## config.mk

```make
export PLATFORM = sky130hd
export DESIGN_NAME = i2c_target
export DESIGN_NICKNAME = d
export VERILOG_FILES = /design/src/rtl/i2c_pkg.sv /design/src/rtl/i2c_bus_sync.sv /design/src/rtl/i2c_target.sv
export SDC_FILE = /design/constraint.sdc
export NUM_CORES = 1
export LEC_CHECK = 0
export BUFFER_PORTS_ARGS = -buffer_cell sky130_fd_sc_hd__buf_2
export CAP_MARGIN = 20
export CORE_MARGIN = 3
export CORE_UTILIZATION = 32
export CTS_CLUSTER_DIAMETER = 100
export DETAILED_ROUTE_END_ITERATION = 10
export SYNTH_ARGS = -nofsm -noshare
export SYNTH_HDL_FRONTEND = slang
export SYNTH_SLANG_ARGS = --single-unit
```

## constraint.sdc

```tcl
create_clock -name clk -period 5.8 [get_ports clk]
set_input_delay 0.58 -clock clk [delete_from_list [all_inputs] [get_ports clk]]
set_output_delay 0.58 -clock clk [all_outputs]
set_load 0.01 [all_outputs]
```

## src/rtl/i2c_pkg.sv

```systemverilog
// Shared types and constants for the I2C target.
package i2c_pkg;

    localparam int unsigned I2C_ADDR_W = 7;
    localparam int unsigned I2C_BYTE_W = 8;

    // Default address of the SHT40 humidity/temperature sensor
    localparam logic [I2C_ADDR_W-1:0] SHT40_ADDR = 7'h44;

    typedef enum logic [3:0] {
        ST_IDLE,
        ST_ADDR,
        ST_IGNORE,
        ST_ADDR_ACK,
        ST_WR_DATA,
        ST_WR_ACK,
        ST_RD_DATA,
        ST_RD_ACK,
        ST_RD_STRETCH
    } tgt_state_t;

    // Address byte is {addr[6:0], r/w}
    function automatic logic addr_match(input logic [I2C_BYTE_W-1:0] addr_byte,
                                        input logic [I2C_ADDR_W-1:0] addr);
        return addr_byte[I2C_BYTE_W-1:1] == addr;
    endfunction

endpackage

```

## src/rtl/i2c_bus_sync.sv

```systemverilog
// SCL/SDA synchronizer with SCL edge and START/STOP condition detection.
// Flops reset to 1 (idle bus level) so reset release does not fake an edge.
// SYNC_STAGES must be at least 2.
module i2c_bus_sync #(
    parameter int unsigned SYNC_STAGES = 2
) (
    input  logic clk,
    input  logic rst_n,
    input  logic scl_in,
    input  logic sda_in,
    output logic sda,
    output logic scl_rise,
    output logic scl_fall,
    output logic start_det,
    output logic stop_det
);

    logic [SYNC_STAGES-1:0] scl_sync;
    logic [SYNC_STAGES-1:0] sda_sync;
    logic                   scl_hist;
    logic                   sda_hist;
    logic                   scl;

    // Synchronizer chains plus one history flop per line
    always_ff @(posedge clk or negedge rst_n) begin
        if (!rst_n) begin
            scl_sync <= '1;
            sda_sync <= '1;
            scl_hist <= 1'b1;
            sda_hist <= 1'b1;
        end else begin
            scl_sync <= {scl_sync[SYNC_STAGES-2:0], scl_in};
            sda_sync <= {sda_sync[SYNC_STAGES-2:0], sda_in};
            scl_hist <= scl_sync[SYNC_STAGES-1];
            sda_hist <= sda_sync[SYNC_STAGES-1];
        end
    end

    assign scl       = scl_sync[SYNC_STAGES-1];
    assign sda       = sda_sync[SYNC_STAGES-1];
    assign scl_rise  =  scl & ~scl_hist;
    assign scl_fall  = ~scl &  scl_hist;
    assign start_det =  scl & scl_hist &  sda_hist & ~sda;
    assign stop_det  =  scl & scl_hist & ~sda_hist &  sda;

endmodule

```

## src/rtl/i2c_target.sv

```systemverilog
// I2C target: address match/ACK, write bytes to fabric, read bytes from fabric.
// Optional clock stretching on read underrun: define I2C_TARGET_CLK_STRETCH_EN.
module i2c_target
    import i2c_pkg::*;
#(
    parameter logic [I2C_ADDR_W-1:0] TARGET_ADDR = SHT40_ADDR,
    parameter int unsigned           SYNC_STAGES = 2
) (
    input  logic                  clk,
    input  logic                  rst_n,
    input  logic                  scl_in,
    input  logic                  sda_in,
    output logic                  sda_oe,
    output logic                  scl_oe,
    output logic [I2C_BYTE_W-1:0] rx_data,
    output logic                  rx_valid,
    output logic                  tx_req,
    input  logic [I2C_BYTE_W-1:0] tx_data,
    input  logic                  tx_valid,
    output logic                  tx_underrun,
    output logic                  busy
);

    tgt_state_t            state;
    logic [I2C_BYTE_W-1:0] shift;
    logic [3:0]            bit_cnt;
    logic                  sda;
    logic                  scl_rise;
    logic                  scl_fall;
    logic                  start_det;
    logic                  stop_det;
    logic                  load_now;

    i2c_bus_sync #(
        .SYNC_STAGES(SYNC_STAGES)
    ) u_sync (
        .clk       (clk),
        .rst_n     (rst_n),
        .scl_in    (scl_in),
        .sda_in    (sda_in),
        .sda       (sda),
        .scl_rise  (scl_rise),
        .scl_fall  (scl_fall),
        .start_det (start_det),
        .stop_det  (stop_det)
    );

    // Byte-load points: end of address ACK on a read, end of master ACK
    assign load_now = scl_fall && !start_det && !stop_det &&
                      ((state == ST_ADDR_ACK && shift[0]) || state == ST_RD_ACK);

`ifdef I2C_TARGET_CLK_STRETCH_EN
    logic [1:0] stretch_cnt;
`else
    logic [I2C_BYTE_W-1:0] load_byte;
    assign load_byte = tx_valid ? tx_data : 8'hFF;
    assign scl_oe    = 1'b0;
`endif

    // Protocol FSM; START/STOP override data edges, byte loads override the case
    always_ff @(posedge clk or negedge rst_n) begin
        if (!rst_n) begin
            state       <= ST_IDLE;
            shift       <= '0;
            bit_cnt     <= '0;
            sda_oe      <= 1'b0;
            rx_data     <= '0;
            rx_valid    <= 1'b0;
            tx_req      <= 1'b0;
            tx_underrun <= 1'b0;
            busy        <= 1'b0;
`ifdef I2C_TARGET_CLK_STRETCH_EN
            scl_oe      <= 1'b0;
            stretch_cnt <= '0;
`endif
        end else begin
            rx_valid    <= 1'b0;
            tx_req      <= 1'b0;
            tx_underrun <= 1'b0;
            if (start_det) begin
                state   <= ST_ADDR;
                bit_cnt <= '0;
                sda_oe  <= 1'b0;
`ifdef I2C_TARGET_CLK_STRETCH_EN
                scl_oe  <= 1'b0;
`endif
            end else if (stop_det) begin
                state  <= ST_IDLE;
                busy   <= 1'b0;
                sda_oe <= 1'b0;
`ifdef I2C_TARGET_CLK_STRETCH_EN
                scl_oe <= 1'b0;
`endif
            end else begin
                case (state)
                    ST_ADDR: begin
                        if (scl_rise && bit_cnt < 4'd8) begin
                            shift   <= {shift[6:0], sda};
                            bit_cnt <= bit_cnt + 4'd1;
                        end else if (scl_fall && bit_cnt == 4'd8) begin
                            if (addr_match(shift, TARGET_ADDR)) begin
                                state  <= ST_ADDR_ACK;
                                sda_oe <= 1'b1;
                                busy   <= 1'b1;
                            end else begin
                                state  <= ST_IGNORE;
                                busy   <= 1'b0;
                            end
                        end
                    end
                    ST_ADDR_ACK: begin
                        if (scl_fall && !shift[0]) begin
                            state   <= ST_WR_DATA;
                            sda_oe  <= 1'b0;
                            bit_cnt <= '0;
                        end
                    end
                    ST_WR_DATA: begin
                        if (scl_rise && bit_cnt < 4'd8) begin
                            shift   <= {shift[6:0], sda};
                            bit_cnt <= bit_cnt + 4'd1;
                        end else if (scl_fall && bit_cnt == 4'd8) begin
                            rx_data  <= shift;
                            rx_valid <= 1'b1;
                            sda_oe   <= 1'b1;
                            state    <= ST_WR_ACK;
                        end
                    end
                    ST_WR_ACK: begin
                        if (scl_fall) begin
                            sda_oe  <= 1'b0;
                            bit_cnt <= '0;
                            state   <= ST_WR_DATA;
                        end
                    end
                    ST_RD_DATA: begin
                        if (scl_fall) begin
                            if (bit_cnt == 4'd7) begin
                                sda_oe <= 1'b0;
                                tx_req <= 1'b1;
                                state  <= ST_RD_ACK;
                            end else begin
                                shift   <= {shift[6:0], 1'b0};
                                sda_oe  <= ~shift[6];
                                bit_cnt <= bit_cnt + 4'd1;
                            end
                        end
                    end
                    ST_RD_ACK: begin
                        if (scl_rise && sda) begin
                            state <= ST_IGNORE;
                        end
                    end
`ifdef I2C_TARGET_CLK_STRETCH_EN
                    ST_RD_STRETCH: begin
                        if (stretch_cnt == 2'd0) begin
                            if (tx_valid) begin
                                shift       <= tx_data;
                                sda_oe      <= ~tx_data[7];
                                stretch_cnt <= 2'd1;
                            end
                        end else if (stretch_cnt == 2'd1) begin
                            stretch_cnt <= 2'd2;
                        end else begin
                            scl_oe      <= 1'b0;
                            stretch_cnt <= '0;
                            bit_cnt     <= '0;
                            state       <= ST_RD_DATA;
                        end
                    end
`endif
                    default: ;
                endcase
                if (load_now) begin
`ifdef I2C_TARGET_CLK_STRETCH_EN
                    if (tx_valid) begin
                        shift   <= tx_data;
                        sda_oe  <= ~tx_data[7];
                        bit_cnt <= '0;
                        state   <= ST_RD_DATA;
                    end else begin
                        scl_oe      <= 1'b1;
                        sda_oe      <= 1'b0;
                        stretch_cnt <= '0;
                        state       <= ST_RD_STRETCH;
                    end
`else
                    shift       <= load_byte;
                    sda_oe      <= ~load_byte[7];
                    bit_cnt     <= '0;
                    tx_underrun <= ~tx_valid;
                    state       <= ST_RD_DATA;
`endif
                end
            end
        end
    end

endmodule

```

==> impl_results.md <==
- Status: complete, no violations
- Simple-gate area share of the yosys netlist: 17.2%
- Logic pwr share: just under 9%
- Hold_buf cts: 0
- RePlAce Congestion: 0.847
- Syn. warnings: 0
- Setup tns final: 0 ns
- Mux share of post-synthesis cell area: 10.5%
- Final Skew: 0.00964 ns
- WL met3: 221 µm
- Design area: 2160 µm²
- Least-Margin Pin Slew: 0.720 ns
- Num rows: 27
- Minimum clock period: 2.69 ns
- Worst r2r path cells: 5
- Vias in the first global route: 1436
- Post-Synth XOR/XNOR Area: 1.31%
- Core box area: 5640 µm²
- Crit path max-delay family: compound AO/OA/AOI/OAI gates
- Number of port buffers: 25
- Synth Instances: 183
- CP Cell Sequence: and4b_4 -> o21a_1 -> nor2_2 -> a2111oi_2 -> mux2_1
- Asr flop ratio synth: 100%
- Initial DRC count: ~110
- Worst r2r src: state[1]
- Synth Flop Type: dfrtp_1
- Distinct cells, synth: 54
- Peak Freq: 372 MHz
- Clk slew on worst S/H paths: 0.07 ns
- Sw Share: 24.5%
- Number of setup violations in the final report: 0
- Drc violations: 0
- RSZ-0062 raised after global routing: no
- DRT antenna net count: 0
- Largest family of logic cells by synthesized area: compound AO/OA/AOI/OAI gates
- Post-DP HPWL: 2900 µm
- IR drop worst, VDD: roughly 170 µV
- H-tree level count: 2
- Initial antenna violation count: 0
- First-pass GRT wire length: 7000 µm
- Post-CTS Setup Repair Bufs: 0
- Register area share after synthesis: about 45%
- Wire per inst: 14.2 µm
- Vias per cell: 5.27
- Crit path arrival time: 2.85 ns
- Antenna Cells: 0
- Met2 WL: 1780 µm
- Clk root buf: clkbuf_8
- Top routing layer in use: met4
- Worst Setup SP: state[1]
- Mapped Nets: 198
- Nets: 220
- M1 WL: 1890 µm
- Post-synthesis compound-gate area fraction: 18.8%
- Startpoint types: flip-flop
- WS Path Type: reg2reg
- Overflow after GRT: 0
- Most common cell after layout, fill and taps aside: dfrtp_1
- Final period util: 46.4%
- Mapped cell area: 1910 µm²
- Chip height: 83.3 µm
- Latest clock arrival within the worst-skew pair: about 0.28 ns
- Post-Route WL: 3950 µm
- Internal Pwr Total: between 0.3 and 0.4 mW
- Post-synth EDFFs: 0
- Max-slew violations: 0
- CP required: 5.96 ns
- Endpoint class of the critical path: flip-flop
- DP Area: 2070 µm²
- Die width: 83.3 µm
- Post-synthesis adder-cell area fraction: 1.31%
- Register bit count reported by yosys: 34
- Initial Utilization: 33.9%
- Number of max-cap violations: 0
- WP buf/inv: 0
- Sink Count: 34
- Post_cts resized: 0
- Clock Power Share: 36.4%
- PwrDens: 225 nW/µm²
- Slowest CP cell: dfrtp_1
- Most frequent cells in the layout: dfrtp_1 (28), buf_2 (25), mux2_2 (15)
- Overall Global Routing Usage: 12.6%
- # IOs: 27
- Mean area per synthesized cell: 10.5 µm²
- Largest net degree at the start of global routing: 35
- Share of layout cells above drive strength 1: 31.1%
- Hold Fails Final Rpt: 0
- DRT Pass-1 Iters: 4
- Max clock buf depth: 2
- CTS tree: done
- Worst path depth: 5
- CP peak stage delay: 0.80 ns
- Static leakage: 0.936 nW
- Die area: 6940 µm²
- Total CTS buffers: 5
- Crit path max fanout: 23
- Switching Power: 0.119 mW
- Worst min-delay path class: in2async
- Max transition margin: approximately 52%
- Area grow syn2layout: 12.8%
- Vias: around 1500
- Reg power frac: around 55%
## flip-flops by register name (all words and copies together), names as in the netlist
| signal | count |
|---|---|
| bit_cnt | 4 |
| u_sync.scl_sync | 2 |
| rx_valid | 1 |
| tx_req | 1 |
| rx_data | 8 |
| u_sync.sda_hist | 1 |
| sda_oe | 1 |
| shift | 8 |
| u_sync.scl_hist | 1 |
| state | 3 |
| busy | 1 |
| tx_underrun | 1 |
| u_sync.sda_sync | 2 |
## cell usage after synthesis, types with 3 or more instances
library cell | count | area share, %
dfrtp_1 | 28 | 37
buf_4 | 3 | 1.2
nor2_1 | 11 | 2.2
nor2b_1 | 4 | 1.3
o211ai_1 | 5 | 2.0
nand2b_1 | 5 | 1.6
inv_1 | 13 | 2.6
mux2_2 | 15 | 8.8
dfstp_2 | 6 | 8.2
a21oi_1 | 10 | 2.6
buf_2 | 4 | 1.0
nand3b_1 | 3 | 1.2
a31oi_1 | 8 | 2.6
nand2_1 | 7 | 1.4
o21ai_0 | 10 | 2.6
## power groups by stage
stage | Clock [mW] | Combinational, mW | Sequential, mW
after global placement | 0 | 0.0435 | 0.270
after detailed placement | 0 | 0.0435 | 0.270
after floorplan | 0 | 0.0331 | 0.263
after global routing | 0.197 | 0.0492 | 0.269
after CTS | 0.185 | 0.0439 | 0.266
final | 0.177 | 0.0433 | 0.266
## stage by stage
stage / setup slack (ns) / std cells / hold slack (ns) / utilization [%] / power, mW
floorplan: 3.90 / 183 / 0.284 / - / 0.296
global placement: 3.21 / 270 / 0.346 / 36.6 / 0.313
detailed placement: 3.12 / 270 / 0.348 / 36.6 / 0.314
CTS: 3.11 / 278 / 0.357 / 38.2 / 0.494
global route: 2.90 / 278 / 0.360 / 38.2 / 0.515
finish: 3.11 / 278 / 0.346 / 38.2 / 0.486
## worst paths after layout
check	to	slack, ns
worst max-delay path	sda_oe	3.11
worst min-delay path	rx_valid	0.35
worst max register to register	sda_oe	3.11
worst min register to register	u_sync.scl_sync[1]	0.36
max in group asynchronous	bit_cnt[0]	4.98
min in group clk	u_sync.scl_sync[1]	0.36
## logic make-up (layout without fill, tap and decap cells)
group / after synthesis / after routing
mux: 18 / 18
xor+xnor: 2 / 2
buf+inv: 23 / 46
flops: 34 / 34
fa+ha+maj: 2 / 2
compound gates: 50 / 50
simple gates: 53 / 53
other cells: 1 / 1
## layer usage
metal | global-route usage [%] | vias to the layer above
met5 | 0 | -
met4 | 4.75 | 0
met3 | 4.27 | 4
met2 | 19.0 | 37
met1 | 16.5 | 709
li1 | - | 715
## layout make-up
class / instances / area, µm²
well taps: 72 / 90.1
fillers: 546 / 3480
repair buffers: 25 / 125
clock buffers: 8 / 90.1
inverters: 13 / 48.8
multi-input cells: 126 / 945
flip-flops and latches: 34 / 858
No activity file was read; power rests on OpenSTA's default activity.
